===== config.mk =====
export PLATFORM = sky130hd
export DESIGN_NAME = fdiv_speed_ctrl
export DESIGN_NICKNAME = d
export VERILOG_FILES = /design/src/rtl/fdiv_ctrl_pkg.sv /design/src/rtl/tick_edge_det.sv /design/src/rtl/fdiv_speed_ctrl.sv
export SDC_FILE = /design/constraint.sdc
export NUM_CORES = 1
export LEC_CHECK = 0
export ABC_CLOCK_PERIOD_IN_PS = 2200
export CAP_MARGIN = 0
export CORE_ASPECT_RATIO = 1.4
export CORE_MARGIN = 3
export CORE_UTILIZATION = 49
export DETAILED_ROUTE_END_ITERATION = 16
export PLACE_DENSITY = 0.83
export SLEW_MARGIN = 40
export SYNTH_ARGS = -nofsm -noshare
export SYNTH_HDL_FRONTEND = slang
export SYNTH_SLANG_ARGS = --single-unit
export TNS_END_PERCENT = 5

===== constraint.sdc =====
create_clock -name clkin -period 2.2 [get_ports clkin]
set_input_delay 0.44 -clock clkin [delete_from_list [all_inputs] [get_ports clkin]]
set_output_delay 0.44 -clock clkin [all_outputs]
set_load 0.01 [all_outputs]

===== src/rtl/fdiv_ctrl_pkg.sv =====
// Shared types and helpers for the fdiv speed-level controller.
package fdiv_ctrl_pkg;

    localparam int unsigned DIV_W = 10;

    typedef enum logic [1:0] {RUN, APPLY, PAUSED} fdiv_ctrl_state_t;

    // Divider value for a level: halves per level, never below 1.
    function automatic logic [DIV_W-1:0] level_to_div(input logic [31:0] level,
                                                      input logic [DIV_W-1:0] div_max);
        logic [DIV_W-1:0] d;
        d = div_max >> level;
        if (d == '0) begin
            d = {{(DIV_W-1){1'b0}}, 1'b1};
        end
        return d;
    endfunction

endpackage


===== src/rtl/tick_edge_det.sv =====
// Registered rising-edge detector with synchronous clear of the history bit.
module tick_edge_det (
    input  logic clkin,
    input  logic reset,
    input  logic clr,
    input  logic d,
    output logic pulse
);

    logic prev_q;
    logic pulse_q;

    always_ff @(posedge clkin) begin
        if (reset) begin
            prev_q  <= 1'b0;
            pulse_q <= 1'b0;
        end else begin
            prev_q  <= clr ? 1'b0 : d;
            pulse_q <= d & ~prev_q & ~clr;
        end
    end

    assign pulse = pulse_q;

endmodule


===== src/rtl/fdiv_speed_ctrl.sv =====
// Speed-level controller: drives fdiv's div/reset and turns its clkout into
// single-cycle tick pulses.
module fdiv_speed_ctrl
    import fdiv_ctrl_pkg::*;
#(
    parameter int unsigned       NUM_LEVELS   = 8,
    parameter logic [DIV_W-1:0]  DIV_MAX      = 10'd512,
    parameter int unsigned       APPLY_CYCLES = 2,
    parameter int unsigned       TCNT_W       = 16,
    localparam int unsigned      LW           = (NUM_LEVELS > 1) ? $clog2(NUM_LEVELS) : 1
) (
    input  logic              clkin,
    input  logic              reset,
    input  logic              speed_up,
    input  logic              speed_down,
    input  logic              pause,
    input  logic              tick_in,
    output logic [DIV_W-1:0]  div_out,
    output logic              div_reset,
    output logic              tick,
    output logic [LW-1:0]     level,
    output logic              busy,
    output logic [TCNT_W-1:0] tick_cnt
);

    localparam int unsigned ACW = $clog2(APPLY_CYCLES + 1);

    fdiv_ctrl_state_t  state_q, state_d;
    logic [LW-1:0]     level_q, level_d;
    logic [DIV_W-1:0]  div_q, div_d;
    logic [ACW-1:0]    apply_cnt_q, apply_cnt_d;
    logic [TCNT_W-1:0] tick_cnt_q, tick_cnt_d;
    logic              tick_pulse;
    logic              edge_clr;

    always_comb begin
        state_d     = state_q;
        level_d     = level_q;
        apply_cnt_d = apply_cnt_q;
        case (state_q)
            RUN: begin
                if (pause) begin
                    state_d = PAUSED;
                end else if (speed_up && !speed_down && level_q != LW'(NUM_LEVELS - 1)) begin
                    level_d     = level_q + LW'(1);
                    state_d     = APPLY;
                    apply_cnt_d = '0;
                end else if (speed_down && !speed_up && level_q != '0) begin
                    level_d     = level_q - LW'(1);
                    state_d     = APPLY;
                    apply_cnt_d = '0;
                end
            end
            APPLY: begin
                if (apply_cnt_q == ACW'(APPLY_CYCLES - 1)) begin
                    state_d     = pause ? PAUSED : RUN;
                    apply_cnt_d = '0;
                end else begin
                    apply_cnt_d = apply_cnt_q + ACW'(1);
                end
            end
            PAUSED: begin
                if (!pause) begin
                    state_d     = APPLY;
                    apply_cnt_d = '0;
                end
            end
            default: begin
                state_d     = APPLY;
                apply_cnt_d = '0;
            end
        endcase
    end

    assign div_d = level_to_div(32'(level_d), DIV_MAX);

    // Clearing on the exit edge too suppresses a tick_in edge coinciding with
    // the move into APPLY or PAUSED.
    assign edge_clr = (state_q != RUN) || (state_d != RUN);

    tick_edge_det u_edge (
        .clkin (clkin),
        .reset (reset),
        .clr   (edge_clr),
        .d     (tick_in),
        .pulse (tick_pulse)
    );

    // The visible count includes the tick being emitted this cycle.
    assign tick_cnt_d = tick_cnt_q + TCNT_W'(tick_pulse);

    always_ff @(posedge clkin) begin
        if (reset) begin
            state_q     <= APPLY;
            level_q     <= '0;
            div_q       <= DIV_MAX;
            apply_cnt_q <= '0;
            tick_cnt_q  <= '0;
        end else begin
            state_q     <= state_d;
            level_q     <= level_d;
            div_q       <= div_d;
            apply_cnt_q <= apply_cnt_d;
            tick_cnt_q  <= tick_cnt_d;
        end
    end

    assign div_out   = div_q;
    assign div_reset = (state_q != RUN);
    assign busy      = (state_q != RUN);
    assign tick      = tick_pulse;
    assign level     = level_q;
    assign tick_cnt  = tick_cnt_d;

endmodule


Word-level counts from Yosys, hierarchy flattened
Index checks and enable logic that the tools add are counted.
Operators by class
  equality and inequality tests: 7
  bitwise gates (word level): 4
  reduce and logical (&&, ||, !) cells: 15
  shift operators: 1
  $add $sub $neg: 4
  mux-type cells: 18
Operators by type and width (count)
  2-bit two-way mux: 11
  16-bit by 1-bit adder with 16-bit output: 1
  3-bit two-way mux: 4
  2-bit case mux with 3 select lines: 2
  10-bit zero test: 1
  10-bit two-way mux: 1
  10-bit by 3-bit right shift with 10-bit output (first input constant): 1
  3-bit != test (second input constant): 2
  2-bit by 1-bit == test with 1-bit output (second input constant): 2
  1-bit logical AND: 4
  2-bit != test (second input constant): 2
  2-bit nonzero test: 2
  2-bit OR reduction: 2
  3-bit by 1-bit adder with 3-bit output (second input constant): 1
  3-bit AND reduction: 1
  3-bit nonzero test: 1
  3-bit by 1-bit subtractor with 3-bit output (second input constant): 1
  2-bit by 1-bit adder with 2-bit output (second input constant): 1
  1-bit AND: 2
  2-bit == test (second input constant): 1
  1-bit zero test: 2
  2-bit zero test: 1
  1-bit NOT: 2
  1-bit logical OR: 1
Word-level totals
  output and inout port bits: 32
  input bits: 6
  register bits: 35
  logic and storage cells: 57

Logic depth before layout (Yosys ltp)
Gate-level depths: netlist of run 1.
  word-level depth: 11
  depth in mapped cells: 7
  gate-level depth less buffers: 7

Hierarchy
Synthesis of run 1 repeated with hierarchy kept, for this count alone.
Unflattened totals
  cells, all modules: 156
  area total of the unflattened synthesis: 1580.3 µm²
Modules (own cells, without submodules)
  fdiv_speed_ctrl: area an instance 1517.7 µm², times used 1, cells an instance 152, sequential area each 640.6 µm²
  tick_edge_det: area an instance 62.6 µm², times used 1, cells an instance 4, sequential area each 40.0 µm²

Worst setup path after synthesis of run 1
OpenSTA, ideal clock, no wires.
  path type: flip-flop to output port
  start: register u_edge.pulse_q (netlist: u_edge.pulse)
  end: output port tick_cnt[14]
  path buffers: 0
  cell stages (with the launch flop): 7
  data arrival time: 1.489 ns
  data required time: 1.760 ns
  slack: 0.271 ns
  cells stage by stage: dfxtp_1 -> ha_1 -> ha_1 -> nand2_1 -> or2_1 -> nor3_2 -> xor2_1
Between the ends
  cells in the longest elaborated chain, start to end: 1
RTL lines
  start: declaration: line tick_edge_det.sv:11  | logic pulse_q;
  start signal: assignment: line tick_edge_det.sv:19  | pulse_q <= d & ~prev_q & ~clr;
  16-bit by 1-bit adder with 16-bit output: line fdiv_speed_ctrl.sv:90  | assign tick_cnt_d = tick_cnt_q + TCNT_W'(tick_pulse);
  end: declaration: line fdiv_speed_ctrl.sv:23  | output logic [TCNT_W-1:0] tick_cnt
Every way passes these cells.

Final worst setup path of run 1
  start: register u_edge.pulse_q (netlist: u_edge.pulse)
  end: output port tick_cnt[11]
The elaborated chain is that of the path after synthesis.

==> flow_metrics.py, run 1 <==
metrics = {
    "status": {
        "run_status": "complete, but fails checks",
        "violations": "setup timing",
    },
    "placement": {
        "place_area_um2": 2110,
        "dp_slack_ns": -0.174,
        "dp_hpwl_mm": 2.61,
        "place_congestion": 0.790,
        "io_buffers": 36,
        "placed_cells": 242,
    },
    "grt": {
        "grt_first_pass_wirelength_mm": 5.73,
        "grt_use_total_pct": 19.4,
        "antenna_found_initial": 0,
        "first_global_vias": 1319,
        "grt_max_degree": 14,
        "gr-total-overflow": 0,
    },
    "sta": {
        "setup_viol": 2,
        "finalCritPeriodShare_pct": 101,
        "finClkSkew_ns": 0.00336,
        "whs_ns": 0.392,
        "setup_ws_ns": -0.0163,
        "final.setup.tns_ns": -0.0231,
        "fmax_ghz": 0.451,
        "hold_viol_final": 0,
        "period_minus_slack_ns": 2.22,
        "drv_slew": 0,
        "rsz0062_at_grt": "true",
    },
    "pwr": {
        "irDropWorstVdd_uv": 471,
        "pwr-share-seq_pct": 48.1,
        "p_leak_nw": 1.02,
        "p_comb_share_pct": 11.9,
        "p_switching_mw": 0.314,
        "power.internal_mw": 1.03,
        "p_total_mw": 1.34,
        "clockPowerShare_pct": 40.0,
        "switching_share_pct": 23.4,
        "pwr_density_cell_nw_per_um2": 595,
    },
    "clock_tree": {
        "clk_pin_slew_worst_paths_ns": 0.07,
        "cts_buffers": 5,
        "clock_sinks": 34,
        "cts_tree": "built",
        "clk-insertion-delay-late_ns": 0.28,
        "cts_buffer_depth": 2,
        "ctsRootBufferMaster": "clkbuf_8",
        "cts_max_level": 2,
    },
    "worst_setup_path": {
        "reg2reg_setup_slack_ns": 0.28,
        "crit_fanout": 3,
        "rr_startpoint": "level[0]",
        "crit_top_cell": "buf_4",
        "critical-path-top-delay-family": "buffers and inverters",
        "critPathKind": "reg2out",
        "crit_required_ns": 1.76,
        "worstReg2RegEnd": "div_out[8]",
        "max_stage_delay_ns": 0.35,
        "worstPathCellList": "ha_4, buf_4, nand3_2, buf_4, nor2_2, nand3_1, xnor2_2, buf_2",
        "critPathSlowestCell": "dfxtp_2",
        "worstSetupEndpointType": "output pin",
        "start_kind": "flop",
        "crit_buf_inv": 3,
        "cp.arrival_ns": 1.78,
        "r2r_cells": 7,
    },
    "run": {
        "cap_violations": 0,
    },
    "floorplan": {
        "core_um2": 3150,
        "die_y_um": 74.2,
        "top_level_ports": 38,
        "start_util_pct": 51.6,
        "fp.dieW_um": 54.7,
        "rows": 24,
        "die_area_um2": 4060,
    },
    "route": {
        "drtAntennaViolNets": 0,
        "via_count": 1273,
        "drc": 0,
        "viasPerCell": 5.09,
        "wire_per_inst_um": 14.2,
        "drt_iter0_markers": 31,
        "dr.pass1.iters": 4,
        "wl_mm": 3.55,
    },
    "min_path": {
        "min_from": "u_edge.prev_q",
        "hp-class": "reg2reg",
        "min_path_cells": 1,
        "whs_endpoint": "u_edge.pulse",
    },
    "synthesis": {
        "yosysUniqueCellTypes": 45,
        "yosys_warnings": 0,
        "ys_seq_area_share_pct": 41.8,
        "syn_area_um2": 1630,
        "synth_top_area_share_pct": 41.8,
        "synthTopCellsByArea": "dfxtp_1 42%, nor2b_1 6.5%, ha_1 4.6%",
        "syn-instance-count": 158,
        "synth_seq_cells": 34,
        "synth-edff-count": 0,
        "synth_top_area_cell": "dfxtp_1",
        "ys.flop_type": "dfxtp_1",
        "synthArstFlopShare_pct": 0,
        "syn_avg_cell_area_um2": 10.3,
    },
    "final_layout": {
        "register_area_um2": 683,
        "nets": 222,
        "diodes": 0,
        "final_area_um2": 2250,
        "utilization_pct": 71.4,
        "multiInputGateArea_um2": 998,
        "area_delta_synth_final_pct": 38.4,
        "nFillCells": 238,
        "fin_cells": 250,
        "layout-drive-gt1-share_pct": 31.3,
    },
}
## Yosys cell counts, types with 3 or more instances
cell,count
nor2_1,15
inv_1,5
and3b_1,3
nor2b_1,17
xnor2_1,8
o21ai_0,3
xor2_1,6
nor3b_1,5
nand3_1,4
dfxtp_1,34
ha_1,6
nand2_1,9
## how the worst max path moves through the flow
stage,slack [ns],startpoint,endpoint,cells after the start
floorplan,0.27,u_edge.pulse,tick_cnt[14],6
global placement,-0.11,u_edge.pulse,tick_cnt[14],7
detailed placement,-0.17,u_edge.pulse,tick_cnt[9],7
CTS,-0.19,u_edge.pulse,tick_cnt[15],7
global route,-0.10,u_edge.pulse,tick_cnt[11],8
finish,-0.02,u_edge.pulse,tick_cnt[11],8
## power groups by stage
stage          clock network [mW]  registers, mW  logic [mW]
5_1_grt                     0.571          0.646       0.176
4_1_cts                     0.550          0.643       0.161
6_report                    0.536          0.644       0.159
3_5_place_dp                    0          0.658       0.160
3_3_place_gp                    0          0.656       0.155
2_1_floorplan                   0          0.656       0.110
## state kept, by name, summed over array words and instances, names as in the netlist
register / cells
apply_cnt_q: 2
div_out: 9
u_edge.pulse: 1
state_q: 2
level: 3
tick_cnt_q: 16
u_edge.prev_q: 1
## cell type report
class	count	share of cell area, %
clock buffers	8	4.89
inverters	5	0.834
multi-input cells	116	44.4
flip-flops and latches	34	30.4
well taps	39	2.17
repair buffers	48	17.4
## cell families (layout without fill, tap and decap cells)
family | Yosys count | count (layout) | synth area share [%]
and+or+nand+nor | 74 | 74 | 28.8
DFF | 34 | 34 | 41.8
AOI/OAI and AO/OA | 16 | 16 | 11.0
xor gates and xnor gates | 14 | 14 | 7.54
buffers and inverters | 9 | 61 | 2.54
adders and majority gates | 6 | 6 | 4.62
muxes | 4 | 4 | 3.38
other | 1 | 2 | 0.231
## routing by layer
metal	track usage [%]	up-vias	share of wire [%]	wire length [µm]
li1	-	624	-	-
met1	20.7	599	40	1420
met2	34.3	41	53	1890
met3	4.41	9	4.2	148
met4	9.42	0	2.4	85
met5	0	-	0	0
## placed cells by master, fill, tap and decap left out, types with 6 or more instances in the layout
| cell type | count |
|---|---|
| dfxtp_1 | 32 |
| clkdlybuf4s50_1 | 22 |
| nor2b_1 | 17 |
| nor2_1 | 12 |
| buf_4 | 12 |
| nand2_1 | 8 |
| clkbuf_8 | 8 |
| buf_2 | 6 |
## timing repair
action | in CTS | in global routing
setup endpoints to repair | 14 | 11
setup buffers | 0 | 0
resized for setup | 30 | 32
pin swaps | 3 | 11
hold buffers | 0 | 0
Note: power is estimated with default switching activity, not from simulation.
==> inputs of run 2 (changes only) <==
--- a/config.mk
+++ b/config.mk
@@ -5,12 +5,13 @@
 export SDC_FILE = /design/constraint.sdc
 export NUM_CORES = 1
 export LEC_CHECK = 0
-export ABC_CLOCK_PERIOD_IN_PS = 2200
+export ABC_CLOCK_PERIOD_IN_PS = 2500
 export CAP_MARGIN = 0
 export CORE_ASPECT_RATIO = 1.4
-export CORE_MARGIN = 3
+export CORE_MARGIN = 2
 export CORE_UTILIZATION = 49
 export DETAILED_ROUTE_END_ITERATION = 16
+export GPL_TIMING_DRIVEN = 0
 export PLACE_DENSITY = 0.83
 export SLEW_MARGIN = 40
 export SYNTH_ARGS = -nofsm -noshare
==> constraint.sdc (replaced) <==
create_clock -name clkin -period 2.5 [get_ports clkin]
set_input_delay 0.5 -clock clkin [delete_from_list [all_inputs] [get_ports clkin]]
set_output_delay 0.5 -clock clkin [all_outputs]
set_load 0.01 [all_outputs]
==> flow_metrics.py, run 2 (synthesis gave the netlist of run 1 again) <==
metrics = {
    "sta": {
        "setup_viol": 0,
        "drv_slew": 0,
        "period_minus_slack_ns": 2.43,
        "hold_viol_final": 0,
        "finalCritPeriodShare_pct": 97.4,
        "slew_headroom_pct": 62.5,
        "final.setup.tns_ns": 0,
        "whs_ns": 0.389,
        "rsz0062_at_grt": "true",
        "finClkSkew_ns": 0.00219,
        "fmax_ghz": 0.411,
        "worstMarginPinSlew_ns": 0.561,
    },
    "clock_tree": {
        "cts_hold_buffers": 0,
        "cts_buffer_depth": 2,
        "ctsRootBufferMaster": "clkbuf_8",
        "clock_sinks": 34,
        "clk-insertion-delay-late_ns": 0.28,
        "cts_buffers": 5,
        "clk_pin_slew_worst_paths_ns": 0.06,
        "cts_tree": "built",
        "cts_max_level": 2,
    },
    "worst_setup_path": {
        "crit_top_cell": "ha_2",
        "max_stage_delay_ns": 0.35,
        "worstPathCellList": "ha_2, ha_2, nand2_1, or2_1, nor3_2, xor2_1, buf_2",
        "cp.arrival_ns": 1.93,
        "crit_buf_inv": 1,
        "crit_fanout": 3,
        "critical-path-top-delay-family": "simple AND/OR/NAND/NOR gates",
        "crit_required_ns": 2.00,
        "worstSetupEndpointType": "output pin",
        "critPathKind": "reg2out",
        "critPathSlowestCell": "dfxtp_1",
        "start_kind": "flop",
    },
    "final_layout": {
        "area_delta_synth_final_pct": 31.2,
        "layout_common_cells": "34 x dfxtp_1, 26 x clkdlybuf4s50_1, 17 x nor2b_1, 14 x nor2_1, 9 x nand2_1",
        "largest_reg_flops": 16,
        "diodes": 0,
        "fin_cells": 242,
        "nets": 214,
        "layout-drive-gt1-share_pct": 18.7,
        "regMostFlops": "tick_cnt_q",
        "final_common_cell": "dfxtp_1",
    },
    "placement": {
        "dp_hpwl_mm": 2.50,
        "placed_cells": 234,
        "place_congestion": 0.765,
        "io_buffers": 36,
    },
    "pwr": {
        "p_leak_nw": 0.924,
        "power.internal_mw": 0.904,
        "switching_share_pct": 23.0,
        "pwr-share-seq_pct": 48.3,
        "p_comb_share_pct": 12.3,
        "clockPowerShare_pct": 39.4,
        "pwr_density_cell_nw_per_um2": 549,
        "irDropWorstVdd_uv": 565,
        "p_switching_mw": 0.269,
    },
    "route": {
        "dr.pass1.iters": 4,
        "via_count": 1217,
        "drt_iter0_markers": 8,
        "viasPerCell": 5.03,
        "top_layer": "met4",
        "wire_per_inst_um": 13.5,
        "drtAntennaViolNets": 0,
        "met3_length_um": 146,
        "wl_mm": 3.28,
        "wl_met2_mm": 1.77,
        "wl_met1_mm": 1.27,
        "drc": 0,
    },
    "min_path": {
        "hp-class": "reg2reg",
    },
    "floorplan": {
        "start_util_pct": 51.6,
        "die_area_um2": 3800,
        "top_level_ports": 38,
        "core_um2": 3150,
        "rows": 24,
        "fp.dieW_um": 52.7,
        "die_y_um": 72.2,
    },
    "grt": {
        "gr-total-overflow": 0,
        "grt_first_pass_wirelength_mm": 5.63,
        "first_global_vias": 1306,
        "grt_max_degree": 11,
        "grt_use_total_pct": 19.8,
        "antenna_found_initial": 0,
    },
    "status": {
        "run_status": "completed",
    },
    "run": {
        "cap_violations": 0,
    },
}
run 2: changes by cell type in the layout (fill, tap and decap cells not counted), moves of 3 or more:
cell / delta
xnor2_2: -3
buf_4: -10
buf_2: -5
xnor2_1: +3
clkdlybuf4s50_1: +4
run 2: layout make-up:
type,count,area [µm²]
buffer,4,22.5
clock buffer,8,110
fill,261,1020
inverter,5,18.8
multi-input combinational,116,916
sequential,34,681
tap,39,48.8
timing repair buffer,36,338
run 2: power by group through the flow:
stage          sequential [mW]  clock [mW]  combinational, mW
2_1_floorplan            0.577           0             0.0971
5_1_grt                  0.568       0.497              0.156
4_1_cts                  0.567       0.477              0.146
6_report                 0.567       0.462              0.144
3_3_place_gp             0.577           0              0.138
3_5_place_dp             0.579           0              0.145
run 2: stage by stage:
step	power (mW)	setup slack [ns]	instance area [µm²]	utilization, %
after floorplan	0.674	0.511	1630	-
after global placement	0.715	-0.0267	2040	64.7
after detailed placement	0.723	-0.0458	2040	64.7
after CTS	1.19	0.00478	2140	68.0
after global routing	1.22	-0.0481	2130	67.7
final	1.17	0.0659	2130	67.7
run 2: path summary, 6_finish.rpt:
path | from | end | slack, ns | cells past startpoint
setup / recovery | u_edge.pulse | tick_cnt[14] | 0.07 | 7
hold / removal | u_edge.prev_q | u_edge.pulse | 0.39 | 1
setup reg to reg | level[0] | div_out[5] | 0.52 | 6
hold reg to reg | u_edge.prev_q | u_edge.pulse | 0.39 | 1
run 2: per-layer routing:
| metal | vias to the layer above | global-route usage [%] |
|---|---|---|
| met5 | - | 0 |
| met4 | 0 | 10.5 |
| met3 | 10 | 4.53 |
| met2 | 31 | 36.5 |
| met1 | 564 | 19.6 |
| li1 | 612 | - |
run 2: repair_timing:
item	4_1_cts	5_1_grt
pin swaps	2	1
buffers inserted	0	0
setup endpoints to repair	9	8
gates resized for setup	16	7
==> inputs of run 3 (changes only) <==
--- a/config.mk
+++ b/config.mk
@@ -10,6 +10,7 @@
 export CORE_ASPECT_RATIO = 1.4
 export CORE_MARGIN = 2
 export CORE_UTILIZATION = 49
+export CTS_CLUSTER_DIAMETER = 40
 export DETAILED_ROUTE_END_ITERATION = 16
 export GPL_TIMING_DRIVEN = 0
 export PLACE_DENSITY = 0.83
==> results of run 3 <==
Same layout as run 2: the final DEF is identical, and so are final timing and power.
